<file path="src/rtl/sysref_pkg.sv">
// Shared types and helpers for the PL SYSREF qualification logic.
package sysref_pkg;

  typedef enum logic [2:0] {
    SR_IDLE,
    SR_SEEK,
    SR_MEASURE,
    SR_TRACK,
    SR_LOCKED
  } sr_state_t;

  localparam int SR_PERIOD_W   = 16;
  localparam int SR_LOCK_COUNT = 4;
  localparam int SR_TOL        = 1;

  // True when two intervals differ by no more than tol cycles.
  function automatic logic within_tol(input logic [31:0] a,
                                      input logic [31:0] b,
                                      input logic [31:0] tol);
    logic [31:0] d;
    d = (a > b) ? a - b : b - a;
    return d <= tol;
  endfunction

endpackage

</file>
<file path="src/rtl/sysref_edge_det.sv">
// Rising-edge detector and saturating since-last-edge counter for registered SYSREF.
module sysref_edge_det #(
  parameter int PERIOD_W = 16
) (
  input  logic                pl_clk,
  input  logic                pl_rst,
  input  logic                sysref_in,
  output logic                rise,
  output logic                edge_q,
  output logic [PERIOD_W-1:0] cnt
);

  logic sref_d;

  assign rise = sysref_in & ~sref_d;

  // sref_d resets high so a SYSREF already high at reset release is not an edge.
  always_ff @(posedge pl_clk) begin
    if (pl_rst) begin
      sref_d <= 1'b1;
      edge_q <= 1'b0;
      cnt    <= '0;
    end else begin
      sref_d <= sysref_in;
      edge_q <= rise;
      if (rise)
        cnt <= '0;
      else if (cnt != '1)
        cnt <= cnt + PERIOD_W'(1);
    end
  end

endmodule

</file>
<file path="src/rtl/sysref_monitor.sv">
// SYSREF period qualification: lock after a run of consistent intervals, flag loss/irregularity.
module sysref_monitor
  import sysref_pkg::*;
#(
  parameter int PERIOD_W   = SR_PERIOD_W,
  parameter int LOCK_COUNT = SR_LOCK_COUNT,
  parameter int TOL        = SR_TOL
) (
  input  logic                pl_clk,
  input  logic                pl_rst,
  input  logic                sysref_in,
  input  logic                enable,
  input  logic                clear_err,
  output logic                sysref_edge,
  output logic                locked,
  output logic [PERIOD_W-1:0] period,
  output logic [PERIOD_W-1:0] phase,
  output logic                err_sticky,
  output logic [7:0]          edge_cnt
);

  localparam int MW = (LOCK_COUNT < 2) ? 1 : $clog2(LOCK_COUNT + 1);

  sr_state_t           state;
  logic [PERIOD_W-1:0] ref_p;
  logic [PERIOD_W-1:0] cnt;
  logic [PERIOD_W-1:0] interval;
  logic [MW-1:0]       match;
  logic                rise;
  logic                hit;
  logic                tmo;

  sysref_edge_det #(.PERIOD_W(PERIOD_W)) u_edge (
    .pl_clk    (pl_clk),
    .pl_rst    (pl_rst),
    .sysref_in (sysref_in),
    .rise      (rise),
    .edge_q    (sysref_edge),
    .cnt       (cnt)
  );

  assign interval = cnt + PERIOD_W'(1);
  assign hit      = within_tol(32'(interval), 32'(ref_p), 32'(TOL));
  assign tmo      = (cnt == '1) && (state inside {SR_MEASURE, SR_TRACK, SR_LOCKED});
  assign period   = ref_p;
  assign phase    = cnt;

  // A clear is applied first so any error raised in the same cycle overrides it.
  always_ff @(posedge pl_clk) begin
    if (pl_rst) begin
      state      <= SR_IDLE;
      ref_p      <= '0;
      match      <= '0;
      locked     <= 1'b0;
      err_sticky <= 1'b0;
      edge_cnt   <= '0;
    end else begin
      if (clear_err) err_sticky <= 1'b0;
      if (!enable) begin
        state  <= SR_IDLE;
        ref_p  <= '0;
        match  <= '0;
        locked <= 1'b0;
      end else begin
        if (rise && state != SR_IDLE) edge_cnt <= edge_cnt + 8'd1;
        if (tmo) begin
          err_sticky <= 1'b1;
          locked     <= 1'b0;
          state      <= SR_SEEK;
        end else begin
          case (state)
            SR_IDLE: state <= SR_SEEK;
            SR_SEEK: if (rise) state <= SR_MEASURE;
            SR_MEASURE: if (rise) begin
              ref_p <= interval;
              match <= '0;
              state <= SR_TRACK;
            end
            SR_TRACK: if (rise) begin
              if (hit) begin
                match <= match + MW'(1);
                if (match == MW'(LOCK_COUNT - 1)) begin
                  state  <= SR_LOCKED;
                  locked <= 1'b1;
                end
              end else begin
                ref_p <= interval;
                match <= '0;
              end
            end
            SR_LOCKED: if (rise && !hit) begin
              err_sticky <= 1'b1;
              ref_p      <= interval;
              match      <= '0;
              locked     <= 1'b0;
              state      <= SR_TRACK;
            end
            default: state <= SR_IDLE;
          endcase
        end
      end
    end
  end

endmodule

</file>
<file path="config.mk">
export PLATFORM = sky130hd
export DESIGN_NAME = sysref_monitor
export DESIGN_NICKNAME = d
export VERILOG_FILES = /design/src/rtl/sysref_pkg.sv /design/src/rtl/sysref_edge_det.sv /design/src/rtl/sysref_monitor.sv
export SDC_FILE = /design/constraint.sdc
export NUM_CORES = 1
export LEC_CHECK = 0
export CAP_MARGIN = 10
export CORE_MARGIN = 1.5
export CORE_UTILIZATION = 53
export DETAILED_ROUTE_END_ITERATION = 8
export GPL_TIMING_DRIVEN = 0
export MAX_ROUTING_LAYER = met4
export PLACE_DENSITY = 0.79
export SYNTH_ARGS = -nofsm -noshare
export SYNTH_HDL_FRONTEND = slang
export SYNTH_HIERARCHICAL = 1
export SYNTH_SLANG_ARGS = --single-unit
</file>
<file path="constraint.sdc">
create_clock -name pl_clk -period 4.31 [get_ports pl_clk]
set_input_delay 0.6465 -clock pl_clk [delete_from_list [all_inputs] [get_ports pl_clk]]
set_output_delay 0.6465 -clock pl_clk [all_outputs]
set_load 0.05 [all_outputs]
</file>
==> metrics.csv <==
metric;value;unit
status;finished, final reports clean;
finalSetupViolCount;0;
seq_area;0.00103;mm2
instances_no_fill;763;
timing.final.crit_share;96.8;%
io_pins;48;
powerDensity;190;mW/mm2
worstSetupEndpointType;flop;
drt-initial-drc-count;210;
grt_usage;29.8;%
syn-instance-count;590;
dp_worst_setup_slack;-0.467;ns
firstDrtPassIters;5;
ys_seq_elements;50;
cp-startpoint;u_edge/cnt[4];
hold_path_depth;1;
fin_nets;701;
ys_warn_count;6;
clkTransAtPathRegs;0.10;ns
fmax;240;MHz
drv_slew;0;
fin_ws;0.138;ns
fin_setup_tns;0;ns
synth_nets;634;
avgSynthCellArea;7.86;um2
die_w;96.6;um
clockBufferDepth;2;
die_y;96.6;um
diodes;0;
route.detailed.drc;0;
syn_to_final_growth;23.7;%
post-synth-top-area-cell;dfxtp_1;
hold_path_startpoint;match[0];
root_buffer;clkbuf_8;
htree_num_levels;2;
dieArea;0.00932;mm2
worst-path-max-fanout;7;
path_buf_inv;1;
cts_sinks;50;
critPathMaxStageDelay;0.56;ns
start_util;55.6;%
rsz0062_at_grt;yes;
layout-drive-gt1-share;17.3;%
finalHoldViolCount;0;
wire_per_inst;18.0;um
placed_cells;742;
synth_area;0.00464;mm2
numCtsBuffers;5;
worstRegToRegCells;15;
cp_data_arrival_time;4.39;ns
coreArea;0.00834;mm2
start_kind;flop;
finish.utilization;68.8;%
synth.area.top_cells;dfxtp_1, ha_1, a21oi_1;
tightest_slew;0.609;ns
synth_cell_types;77;
grt_pass1_wl;21.0;mm
min_path_type;reg2reg;
max-slew-margin-rel;59.1;%
synthFlopType;dfxtp_1;
crit_slowest_cell;or4_4;
hpwl;10.1;mm
drtAntennaViolNets;0;
ctsHoldBuffers;0;
grt_max_degree;16;
vias_per_cell;6.42;
placementRows;33;
fillers;716;
path_class;reg2reg;
grt_overflow_total;0;
critical_path_depth;15;
clock_latency;0.31;ns
routed_wl;13.8;mm
yosysTopAreaCellShare;21.6;%
antenna_found_initial;0;
port_buffers;47;
ys_seq_area_share;21.6;%
multi_input_area;0.00356;mm2
fin_skew;0.0113;ns
cts_tree;done;
leakage;0.00219;uW
place.gp.congestion;0.937;
synthArstFlopShare;0;%
via_count;4900;
synth_edf_count;0;
reg2reg_from;u_edge/cnt[4];
crit_chain;and3_1 > and3_4 > nand3_1 > xnor2_2 > ha_4 > a21o_1 > a31oi_2 > a21bo_1 > xor2_1 > or4_4 > o311ai_4 > o221a_4 > o211ai_4 > buf_2 > a311oi_1;
grt_pass1_vias;4338;
maxCapViolCount;0;
max-vdd-ir-drop;0.227;mV
required;4.53;ns
fin_crit;4.17;ns
critPathTopFamily;compound AO/OA/AOI/OAI gates;
worst reg2reg max path: cells and delay by family (launching register included):
| kind | cells | cell delay [ns] |
|---|---|---|
| AOI/OAI and AO/OA | 7 | 1.70 |
| xor gates and xnor gates | 2 | 0.44 |
| adders and majority gates | 1 | 0.26 |
| buffers and inverters | 1 | 0.20 |
| DFF | 1 | 0.39 |
| and+or+nand+nor | 4 | 1.09 |
cells in the final DEF (no fill, tap or decap), drive strengths merged, types with 17 or more instances in the layout:
cell and count:
nand3 28, nand4 17, clkbuf 19, inv 47
ha 37, dfxtp 50, buf 31, clkdlybuf4s50 47
a21oi 54, a311oi 17, nor2 32, nand2 38
o21ai 26, and3 17
cell type report:
class / instances / area share, %
clock inverter: 2 / 0.218
timing repair buffer: 60 / 9.92
inverter: 47 / 3.08
tap: 105 / 2.29
sequential: 50 / 17.9
multi-input combinational: 462 / 62.1
buffer: 31 / 3.03
clock buffer: 6 / 1.44
final timing paths:
check,endpoint,slack [ns]
setup / recovery,period[9],0.14
hold / removal,match[0],0.47
setup reg to reg,period[9],0.14
hold reg to reg,match[0],0.47
kinds of logic (layout without fill, tap and decap cells):
kind of cell / Yosys count / in the layout / share of synthesized area [%]
and+or+nand+nor: 202 / 202 / 24.6
AOI/OAI and AO/OA: 187 / 187 / 29.1
buffers and inverters: 78 / 146 / 7.42
DFF: 50 / 50 / 21.6
adders and majority gates: 39 / 39 / 10.8
xor gates and xnor gates: 30 / 30 / 5.67
muxes: 4 / 4 / 0.863
power by group:
part / internal (uW) / leakage, uW / switching [uW]
registers: 464 / 0.000411 / 3.93
logic: 145 / 0.00173 / 188
clock network: 129 / 0.0000472 / 162
synthesized netlist by cell type (5+ instances only):
cell type  count
a211oi_1       6
o21a_1         8
dfxtp_1       50
nor4_1         7
nand2b_1       8
nand4_1       16
nor2b_1        6
o211ai_1       8
xnor2_1       15
and4_1         5
o22ai_1        5
and3_1        17
xor2_1        15
inv_1         47
ha_1          37
o21ai_0       24
a311oi_1      16
nor3_1        15
or4_1          5
clkbuf_1      12
a31oi_1       10
nand3_1       27
nor2_1        32
a21o_1         8
a21oi_1       54
nand2_1       38
buf_2         11
per-layer routing:
metal	part of all wire, %	routed length [um]	vias up	GRT usage, %
li1	-	-	2360	-
met1	43	5990	2337	36.0
met2	50	6830	170	52.2
met3	4.2	574	33	2.11
met4	2.8	380	0	10.6
met5	0	0	-	-
state kept, by name, indices dropped and copies added (netlist names):
signal         cells
u_edge/edge_q      1
state              3
u_edge/sref_d      1
edge_cnt           8
err_sticky         1
u_edge/cnt        16
locked             1
match              3
period            16
timing repair:
action,CTS,global route
pin swaps,3,15
buffers inserted,2,9
endpoints found under the setup margin,24,24
gates resized for setup,18,49
gates cloned,0,2
per-stage QoR:
| stage | hold WS [ns] | cell area [um2] | total power, uW |
|---|---|---|---|
| finish | 0.475 | 5740 | 1090 |
| global route | 0.509 | 5740 | 1140 |
| CTS | 0.477 | 5430 | 1070 |
| global placement | 0.453 | 5250 | 769 |
| detailed placement | 0.463 | 5250 | 772 |
| floorplan | 0.446 | 4640 | 708 |
Power figures use the tool's default switching activity.
